--- config.mk ---
export PLATFORM = sky130hd
export DESIGN_NAME = multicycle_control_unit
export DESIGN_NICKNAME = d
export VERILOG_FILES = /design/src/rtl/multicycle_control_unit.sv
export SDC_FILE = /design/constraint.sdc
export NUM_CORES = 1
export LEC_CHECK = 0
export ABC_AREA = 1
export ABC_CLOCK_PERIOD_IN_PS = 2200
export CORE_MARGIN = 4
export CORE_UTILIZATION = 35
export DETAILED_ROUTE_END_ITERATION = 10
export GPL_TIMING_DRIVEN = 1
export RECOVER_POWER = 100
export SETUP_SLACK_MARGIN = 0.1
export SYNTH_ARGS = -nofsm -noshare
export SYNTH_HDL_FRONTEND = slang
export SYNTH_SLANG_ARGS = --single-unit
--- constraint.sdc ---
create_clock -name clk -period 2.2 [get_ports clk]
set_input_delay 0.22 -clock clk [delete_from_list [all_inputs] [get_ports clk]]
set_output_delay 0.22 -clock clk [all_outputs]
set_load 0.05 [all_outputs]
--- src/rtl/multicycle_control_unit.sv ---
`default_nettype none
// ============================================================================
// Module      : multicycle_control_unit
// Description : Multi-cycle RV32I control FSM. Sequences fetch, decode,
//               execute, memory and writeback, handles memory wait states,
//               an optional iterative mul/div stall, illegal-opcode trapping
//               and a retired-instruction counter.
// Revision    : 1.0 - initial release
// ============================================================================
module multicycle_control_unit #(
    parameter int unsigned EN_MULDIV     = 0,
    parameter int unsigned MULDIV_CYCLES = 32,
    parameter int unsigned CNT_W         = 32
) (
    input  logic             clk,
    input  logic             rst_n,
    input  logic [6:0]       opcode,
    input  logic [2:0]       funct3,
    input  logic [6:0]       funct7,
    input  logic             mem_ready,
    input  logic             br_taken,
    output logic             PCWrite,
    output logic             IRWrite,
    output logic             AdrSrc,
    output logic             MemReq,
    output logic             MemRW,
    output logic             RegWEn,
    output logic [1:0]       ALUSrcA,
    output logic [1:0]       ALUSrcB,
    output logic [1:0]       ResultSrc,
    output logic             Branch,
    output logic             BrUn,
    output logic [3:0]       alu_control,
    output logic             md_start,
    output logic             md_busy,
    output logic             illegal,
    output logic [CNT_W-1:0] instret
);

    // Opcodes
    localparam logic [6:0] c_op_r      = 7'b0110011;
    localparam logic [6:0] c_op_i      = 7'b0010011;
    localparam logic [6:0] c_op_lui    = 7'b0110111;
    localparam logic [6:0] c_op_auipc  = 7'b0010111;
    localparam logic [6:0] c_op_load   = 7'b0000011;
    localparam logic [6:0] c_op_store  = 7'b0100011;
    localparam logic [6:0] c_op_branch = 7'b1100011;
    localparam logic [6:0] c_op_jal    = 7'b1101111;
    localparam logic [6:0] c_op_jalr   = 7'b1100111;
    localparam logic [6:0] c_f7_muldiv = 7'b0000001;

    // ALU operations
    localparam logic [3:0] c_alu_add  = 4'b0000;
    localparam logic [3:0] c_alu_sub  = 4'b0001;
    localparam logic [3:0] c_alu_and  = 4'b0010;
    localparam logic [3:0] c_alu_or   = 4'b0011;
    localparam logic [3:0] c_alu_xor  = 4'b0100;
    localparam logic [3:0] c_alu_sll  = 4'b0101;
    localparam logic [3:0] c_alu_srl  = 4'b0110;
    localparam logic [3:0] c_alu_sra  = 4'b0111;
    localparam logic [3:0] c_alu_slt  = 4'b1000;
    localparam logic [3:0] c_alu_sltu = 4'b1001;

    localparam bit         c_md_en   = (EN_MULDIV != 0);
    localparam logic [7:0] c_md_load = 8'(MULDIV_CYCLES - 1);

    typedef enum logic [4:0] {
        S_IDLE     = 5'd0,
        S_FETCH    = 5'd1,
        S_DECODE   = 5'd2,
        S_EXECR    = 5'd3,
        S_EXECI    = 5'd4,
        S_ALUWB    = 5'd5,
        S_MEMADR   = 5'd6,
        S_MEMREAD  = 5'd7,
        S_MEMWB    = 5'd8,
        S_MEMWRITE = 5'd9,
        S_BRANCH   = 5'd10,
        S_JAL      = 5'd11,
        S_JALR     = 5'd12,
        S_JLINK    = 5'd13,
        S_MULDIV   = 5'd14,
        S_MDWB     = 5'd15,
        S_TRAP     = 5'd16
    } state_t;

    state_t           r_state;
    state_t           w_next;
    logic [7:0]       r_md_cnt;
    logic [CNT_W-1:0] r_instret;
    logic             r_illegal;

    // funct7[5] only matters for funct3 000 (R-type SUB) and 101 (SRA)
    function automatic logic [3:0] alu_decode(input logic [2:0] f3,
                                              input logic       alt,
                                              input logic       is_r);
        logic [3:0] op;
        op = c_alu_add;
        case (f3)
            3'b000:  op = (is_r && alt) ? c_alu_sub : c_alu_add;
            3'b001:  op = c_alu_sll;
            3'b010:  op = c_alu_slt;
            3'b011:  op = c_alu_sltu;
            3'b100:  op = c_alu_xor;
            3'b101:  op = alt ? c_alu_sra : c_alu_srl;
            3'b110:  op = c_alu_or;
            default: op = c_alu_and;
        endcase
        return op;
    endfunction

    // State register
    always_ff @(posedge clk or negedge rst_n) begin
        if (!rst_n) begin
            r_state <= S_IDLE;
        end else begin
            r_state <= w_next;
        end
    end

    // Mul/div countdown: loaded as the FSM enters MULDIV, stops at zero
    always_ff @(posedge clk or negedge rst_n) begin
        if (!rst_n) begin
            r_md_cnt <= 8'd0;
        end else if (r_state == S_DECODE && w_next == S_MULDIV) begin
            r_md_cnt <= c_md_load;
        end else if (r_state == S_MULDIV && r_md_cnt != 8'd0) begin
            r_md_cnt <= r_md_cnt - 8'd1;
        end
    end

    // Retired count and sticky trap flag; IDLE->FETCH and FETCH wait cycles do not retire
    always_ff @(posedge clk or negedge rst_n) begin
        if (!rst_n) begin
            r_instret <= '0;
            r_illegal <= 1'b0;
        end else begin
            if (w_next == S_FETCH && r_state != S_IDLE && r_state != S_FETCH) begin
                r_instret <= r_instret + CNT_W'(1);
            end
            if (w_next == S_TRAP) begin
                r_illegal <= 1'b1;
            end
        end
    end

    assign instret = r_instret;
    assign illegal = r_illegal;

    // Next-state and control outputs; PCWrite/IRWrite are the only Mealy terms
    always_comb begin
        w_next      = r_state;
        PCWrite     = 1'b0;
        IRWrite     = 1'b0;
        AdrSrc      = 1'b0;
        MemReq      = 1'b0;
        MemRW       = 1'b0;
        RegWEn      = 1'b0;
        ALUSrcA     = 2'b00;
        ALUSrcB     = 2'b00;
        ResultSrc   = 2'b00;
        Branch      = 1'b0;
        BrUn        = 1'b0;
        alu_control = c_alu_add;
        md_start    = 1'b0;
        md_busy     = 1'b0;
        case (r_state)
            S_IDLE: begin
                w_next = S_FETCH;
            end
            S_FETCH: begin
                MemReq    = 1'b1;
                ALUSrcB   = 2'b10;
                ResultSrc = 2'b10;
                if (mem_ready) begin
                    IRWrite = 1'b1;
                    PCWrite = 1'b1;
                    w_next  = S_DECODE;
                end
            end
            S_DECODE: begin
                ALUSrcA = 2'b01;
                ALUSrcB = 2'b01;
                case (opcode)
                    c_op_r: begin
                        if (funct7 == c_f7_muldiv) begin
                            w_next = c_md_en ? S_MULDIV : S_TRAP;
                        end else begin
                            w_next = S_EXECR;
                        end
                    end
                    c_op_i, c_op_lui, c_op_auipc: w_next = S_EXECI;
                    c_op_load, c_op_store:        w_next = S_MEMADR;
                    c_op_branch:                  w_next = S_BRANCH;
                    c_op_jal:                     w_next = S_JAL;
                    c_op_jalr:                    w_next = S_JALR;
                    default:                      w_next = S_TRAP;
                endcase
            end
            S_EXECR: begin
                ALUSrcA     = 2'b10;
                alu_control = alu_decode(funct3, funct7[5], 1'b1);
                w_next      = S_ALUWB;
            end
            S_EXECI: begin
                ALUSrcB = 2'b01;
                if (opcode == c_op_lui) begin
                    ALUSrcA = 2'b11;
                end else if (opcode == c_op_auipc) begin
                    ALUSrcA = 2'b01;
                end else begin
                    ALUSrcA     = 2'b10;
                    alu_control = alu_decode(funct3, funct7[5], 1'b0);
                end
                w_next = S_ALUWB;
            end
            S_ALUWB: begin
                RegWEn = 1'b1;
                w_next = S_FETCH;
            end
            S_MEMADR: begin
                ALUSrcA = 2'b10;
                ALUSrcB = 2'b01;
                w_next  = (opcode == c_op_load) ? S_MEMREAD : S_MEMWRITE;
            end
            S_MEMREAD: begin
                MemReq = 1'b1;
                AdrSrc = 1'b1;
                if (mem_ready) begin
                    w_next = S_MEMWB;
                end
            end
            S_MEMWB: begin
                RegWEn    = 1'b1;
                ResultSrc = 2'b01;
                w_next    = S_FETCH;
            end
            S_MEMWRITE: begin
                MemReq = 1'b1;
                AdrSrc = 1'b1;
                MemRW  = 1'b1;
                if (mem_ready) begin
                    w_next = S_FETCH;
                end
            end
            S_BRANCH: begin
                ALUSrcA     = 2'b10;
                alu_control = c_alu_sub;
                Branch      = 1'b1;
                BrUn        = funct3[1];
                PCWrite     = br_taken;
                w_next      = S_FETCH;
            end
            S_JAL: begin
                PCWrite = 1'b1;
                ALUSrcA = 2'b01;
                ALUSrcB = 2'b10;
                w_next  = S_ALUWB;
            end
            S_JALR: begin
                ALUSrcA   = 2'b10;
                ALUSrcB   = 2'b01;
                ResultSrc = 2'b10;
                PCWrite   = 1'b1;
                w_next    = S_JLINK;
            end
            S_JLINK: begin
                ALUSrcA = 2'b01;
                ALUSrcB = 2'b10;
                w_next  = S_ALUWB;
            end
            S_MULDIV: begin
                md_busy  = 1'b1;
                // The counter still holds its load value only in the first cycle
                md_start = (r_md_cnt == c_md_load);
                if (r_md_cnt == 8'd0) begin
                    w_next = S_MDWB;
                end
            end
            S_MDWB: begin
                RegWEn    = 1'b1;
                ResultSrc = 2'b11;
                w_next    = S_FETCH;
            end
            S_TRAP: begin
                w_next = S_TRAP;
            end
            default: begin
                w_next = S_IDLE;
            end
        endcase
    end

endmodule
`default_nettype wire
==> results by stage, run 1 <==
Timing:
- The slew at the pin closest to its max-slew limit is a little over 900 ps.
- The worst relative slew slack is between 30% and 40%.
- The worst path in the final design needs a cycle of around 2100 ps, including I/O delays and setup.
- The final hold violation count is 0.
- The maximum frequency from static timing analysis is 476 MHz.
- The final max-slew violation count is 0.
- The number of setup violations in the final report is 0.
- Setup repair after global routing could not meet its margin everywhere.
- Dividing the final minimum period by the clock period gives a little over nine tenths.
- The worst clock skew is between 7 and 8 ps.

Route:
- The mean routed wirelength per cell is roughly 14 um.
- Using the TritonRoute via totals, the vias-per-cell ratio works out to between 5 and 6.
- In the routed design, unresolved DRC markers number 0.
- The overall via count from detail_route is about 3800.
- In this run, the number of DRC markers left after iteration 0 of detailed routing was 237.
- After detailed routing, the total wire length is roughly 11000 um.
- The remaining antenna violation count is 0.
- The number of iterations in the first detailed-routing pass is 5.

Synth:
- Counting instances in the post-synthesis netlist gives the leading cell types as 164 x sky130_fd_sc_hd__nand2_1, 62 x sky130_fd_sc_hd__nor2_1, 60 x sky130_fd_sc_hd__inv_1.
- Synthesis produced a netlist whose cell count is about 530.
- The sequential-to-total area share from yosys stat is around a third.
- In this run the biggest area consumer among cell types represents 32.3% of the synthesized area.
- In the synthesized netlist the dominant register cell turns out to be sky130_fd_sc_hd__dfrtp_1.
- The most common cell in the synthesized netlist is sky130_fd_sc_hd__nand2_1.
- Counting distinct cell types in the post-synthesis netlist gives 35.
- Counting every net in the synthesized netlist gives around 550.
- Each instance of the synthesized netlist takes up on average ~6.8 um^2.
- The number of synthesized register bits is 46.
- The synthesized area is approximately 0.0036 mm^2.
- For this run, asynchronously set or reset flops after synthesis account for 100%.
- The biggest area contributor in the post-synthesis netlist is sky130_fd_sc_hd__dfrtp_1.
- The synthesis warning total is 0.
- Counting flops with a built-in enable in the synthesized netlist gives 0.
- Ranked by total cell area, the synthesized netlist is headed by sky130_fd_sc_hd__dfrtp_1 32%, sky130_fd_sc_hd__nand2_1 17%, sky130_fd_sc_hd__nand4_1 8.8%.

Die:
- The I/O pin count is 74.
- The starting density of the core is between 30% and 40%.
- The die extent in y is 109 um.
- The overall die width is 109 um.
- The floorplan has 36 rows.
- The floorplan step defined a die boundary enclosing between 0.01 and 0.015 mm^2.
- The area of the core region is about 0.01 mm^2.

GRT:
- The total global-route track usage is 17.9%.
- The global-route wire length before repair is between 15000 and 20000 um.
- The number of global-route vias before repair is 3628.
- The met1 capacity usage during global routing is about a quarter.
- The layer carrying the most global-route usage is met2.
- The pin count of the biggest net entering global routing is 33.
- The number of antenna violations at the first check in global routing is 0.
- In the global route stage, met3 resource usage came out at approximately 3.1%.
- The total grt overflow is 0.
- Global routing consumed, on the met2 layer, 29.0% of the routing resources.

Layout:
- Summing all multi-input logic gate instances after layout gives ~0.0022 mm^2.
- The area added between synthesis and finish is 36.4%.
- The final design utilization is about half.
- In the final layout, the share of cells above drive strength 1 is about 16%.
- The final net count is 640.
- 0 antenna diodes ended up in the layout.
- The sequential cell area is 0.00116 mm^2.
- The number of filler cells placed in the layout is between 1000 and 1500.

Placed design:
- The count of buffers added on input and output ports is between 70 and 80.
- The congestion estimate from routability-driven global placement came to 0.917.
- Summed over all nets, the half-perimeter wirelength after detailed placement is around 8000 um.

Power and ir drop:
- The share of total power consumed by net switching is 51.4%.
- Summing internal, switching and leakage power gives around 0.0053 W.
- The internal power of the cells totals ~0.0026 W.
- The part of the total power dissipated in the clock network is approximately an eighth.
- Sequential cells account for about 20% of the total power.
- The power share of the combinational group is between 60% and 70%.
- The power density relative to cell area is 1090 mW/mm^2.
- In this run the power spent charging and discharging nets is approximately 0.0027 W.
- In this run the static leakage power is approximately 2.5 nW.
- IR analysis of the VDD net gives a maximum drop of slightly above 0.6 mV.

Job:
- The number of max-cap violations is 0.

Setup path:
- The critical path is of the flop to output pin type.
- The startpoint type of the worst setup path is a flop.
- STA classifies the critical path endpoint as an output pin.
- The critical path data required time is between 1500 and 2000 ps.
- The critical path data arrival time is roughly 1900 ps.
- In this run the worst path has a maximum fanout of 8.

CTS:
- The maximum clock insertion buffer count is 2.
- The latest clock arrival within the worst-skew pair is around 300 ps.
- The TritonCTS sink count is between 40 and 50.
- The CTS clock-pin slew for the worst setup and hold paths is ~90 ps.
- CTS placed an instance of sky130_fd_sc_hd__clkbuf_8 at the clock tree root.
- TritonCTS built the clock tree.
- In this run, CTS created clock tree buffers numbering 5.
- The H-tree was split into 2 levels.

Hold path:
- The worst hold path belongs to the class flop to flop.

Status:
- The flow ran to the end, and the final reports show no timing, DRC or antenna violations.
==> flip-flops by register name, summed over array words and instances (netlist names) <==
register,count
instret,32
r_md_cnt,8
r_state,5
illegal,1
==> cells by family (layout without fill, tap and decap cells) <==
group	Yosys count	in the layout	share of synthesized area (%)
buf+inv	80	172	9.62
compound gates	12	12	2.60
fa+ha+maj	3	3	1.05
xor+xnor	26	26	6.39
flops	46	46	32.3
simple gates	358	358	48.0
==> worst max-delay path: stages (launching register included) <==
cell and delay (ps):
sky130_fd_sc_hd__dfrtp_2 490, sky130_fd_sc_hd__nor2_4 210, sky130_fd_sc_hd__nand2_4 100, sky130_fd_sc_hd__inv_4 80, sky130_fd_sc_hd__nand2_8 60, sky130_fd_sc_hd__nor2_2 220
sky130_fd_sc_hd__buf_6 130, sky130_fd_sc_hd__a2111o_1 130, sky130_fd_sc_hd__buf_12 140
==> repair_timing <==
| action | in CTS | in global routing |
|---|---|---|
| gates cloned | 0 | 2 |
| endpoints found under the hold margin | 14 | 0 |
| endpoints found under the setup margin | 7 | 41 |
| pin swaps | 1 | 8 |
| gates resized for setup | 5 | 30 |
| hold buffers | 1 | 0 |
| buffers inserted | 0 | 6 |
==> layout by cell type, fill, tap and decap left out, types with 2 or more instances in the layout <==
| cell | count |
|---|---|
| sky130_fd_sc_hd__buf_12 | 9 |
| sky130_fd_sc_hd__buf_4 | 16 |
| sky130_fd_sc_hd__buf_6 | 2 |
| sky130_fd_sc_hd__clkbuf_16 | 3 |
| sky130_fd_sc_hd__clkbuf_2 | 12 |
| sky130_fd_sc_hd__clkbuf_8 | 5 |
| sky130_fd_sc_hd__clkdlybuf4s50_1 | 18 |
| sky130_fd_sc_hd__clkinvlp_4 | 2 |
| sky130_fd_sc_hd__dfrtp_1 | 41 |
| sky130_fd_sc_hd__dfrtp_2 | 5 |
| sky130_fd_sc_hd__dlygate4sd3_1 | 35 |
| sky130_fd_sc_hd__ha_1 | 3 |
| sky130_fd_sc_hd__inv_1 | 59 |
| sky130_fd_sc_hd__inv_2 | 6 |
| sky130_fd_sc_hd__inv_4 | 2 |
| sky130_fd_sc_hd__nand2_1 | 160 |
| sky130_fd_sc_hd__nand2_2 | 3 |
| sky130_fd_sc_hd__nand2_4 | 2 |
| sky130_fd_sc_hd__nand3_1 | 34 |
| sky130_fd_sc_hd__nand3_2 | 3 |
| sky130_fd_sc_hd__nand3b_1 | 7 |
| sky130_fd_sc_hd__nand4_1 | 50 |
| sky130_fd_sc_hd__nand4_4 | 2 |
| sky130_fd_sc_hd__nor2_1 | 57 |
| sky130_fd_sc_hd__nor2_2 | 8 |
| sky130_fd_sc_hd__nor2_4 | 8 |
| sky130_fd_sc_hd__nor3_1 | 13 |
| sky130_fd_sc_hd__nor3_2 | 2 |
| sky130_fd_sc_hd__nor3b_1 | 2 |
| sky130_fd_sc_hd__nor4_1 | 2 |
| sky130_fd_sc_hd__o2111ai_1 | 3 |
| sky130_fd_sc_hd__o21ai_0 | 3 |
| sky130_fd_sc_hd__xnor2_1 | 8 |
| sky130_fd_sc_hd__xor2_1 | 18 |
==> metal layers <==
metal | vias up | share of wire [%] | wire length (um)
met2 | 111 | 47 | 5010
met3 | 5 | 5.4 | 575
met4 | 0 | 0.50 | 54
li1 | 1899 | - | -
met1 | 1796 | 47 | 5090
met5 | - | 0 | 0
==> worst paths after layout <==
| kind | from | end | slack, ps | cells after the start |
|---|---|---|---|---|
| setup / recovery | r_state[3]$_DFF_PN0_ | PCWrite | 100 | 8 |
| hold / removal | illegal$_DFFE_PN0N_ | illegal$_DFFE_PN0N_ | 480 | 1 |
| setup reg to reg | r_state[3]$_DFF_PN0_ | instret[18]$_DFFE_PN0P_ | 140 | 13 |
| hold reg to reg | illegal$_DFFE_PN0N_ | illegal$_DFFE_PN0N_ | 480 | 1 |
| max in group asynchronous | rst_n | r_state[4]$_DFF_PN0_ | 690 | 3 |
| min in group asynchronous | rst_n | instret[31]$_DFFE_PN0P_ | 560 | 2 |
==> metrics by stage <==
| step | hold WS (ps) | instance area (um^2) | TNS [ps] | worst slack, ps | std cells |
|---|---|---|---|---|---|
| 3_5_place_dp | 158 | 4620 | -6.30 | -3.32 | 733 |
| 5_1_grt | 518 | 4860 | 0 | 38.5 | 750 |
| 6_report | 483 | 4860 | 0 | 101 | 750 |
| 4_1_cts | 362 | 4770 | 0 | 93.0 | 742 |
| 3_3_place_gp | 155 | 4620 | 0 | 75.7 | 733 |
| 2_1_floorplan | -75.6 | 3580 | -74.1 | -47.8 | 525 |
==> power groups by stage <==
stage | clock network (W) | logic, W | registers, W
after floorplan | 0 | 0.00200 | 0.00113
after global placement | 0 | 0.00327 | 0.00104
after detailed placement | 0 | 0.00330 | 0.00104
after CTS | 0.000666 | 0.00333 | 0.00103
after global routing | 0.000700 | 0.00383 | 0.00107
final | 0.000649 | 0.00361 | 0.00106
==> cell type report <==
class | count | share of cell area [%]
Clock inverter | 3 | 0.927
Inverter | 67 | 5.28
Multi-Input combinational cell | 399 | 44.5
Clock buffer | 5 | 1.42
Sequential cell | 46 | 23.8
Timing Repair Buffer | 97 | 20.6
Tap cell | 133 | 3.43
Power figures use the tool's default switching activity.
==> run 2: changes to the inputs <==
--- a/config.mk
+++ b/config.mk
@@ -7,6 +7,7 @@
 export LEC_CHECK = 0
 export ABC_AREA = 1
 export ABC_CLOCK_PERIOD_IN_PS = 2200
+export CAP_MARGIN = 20
 export CORE_MARGIN = 4
 export CORE_UTILIZATION = 35
 export DETAILED_ROUTE_END_ITERATION = 10
==> results of run 2 <==
Same layout as run 1: the final DEF is identical, and so are final timing and power.
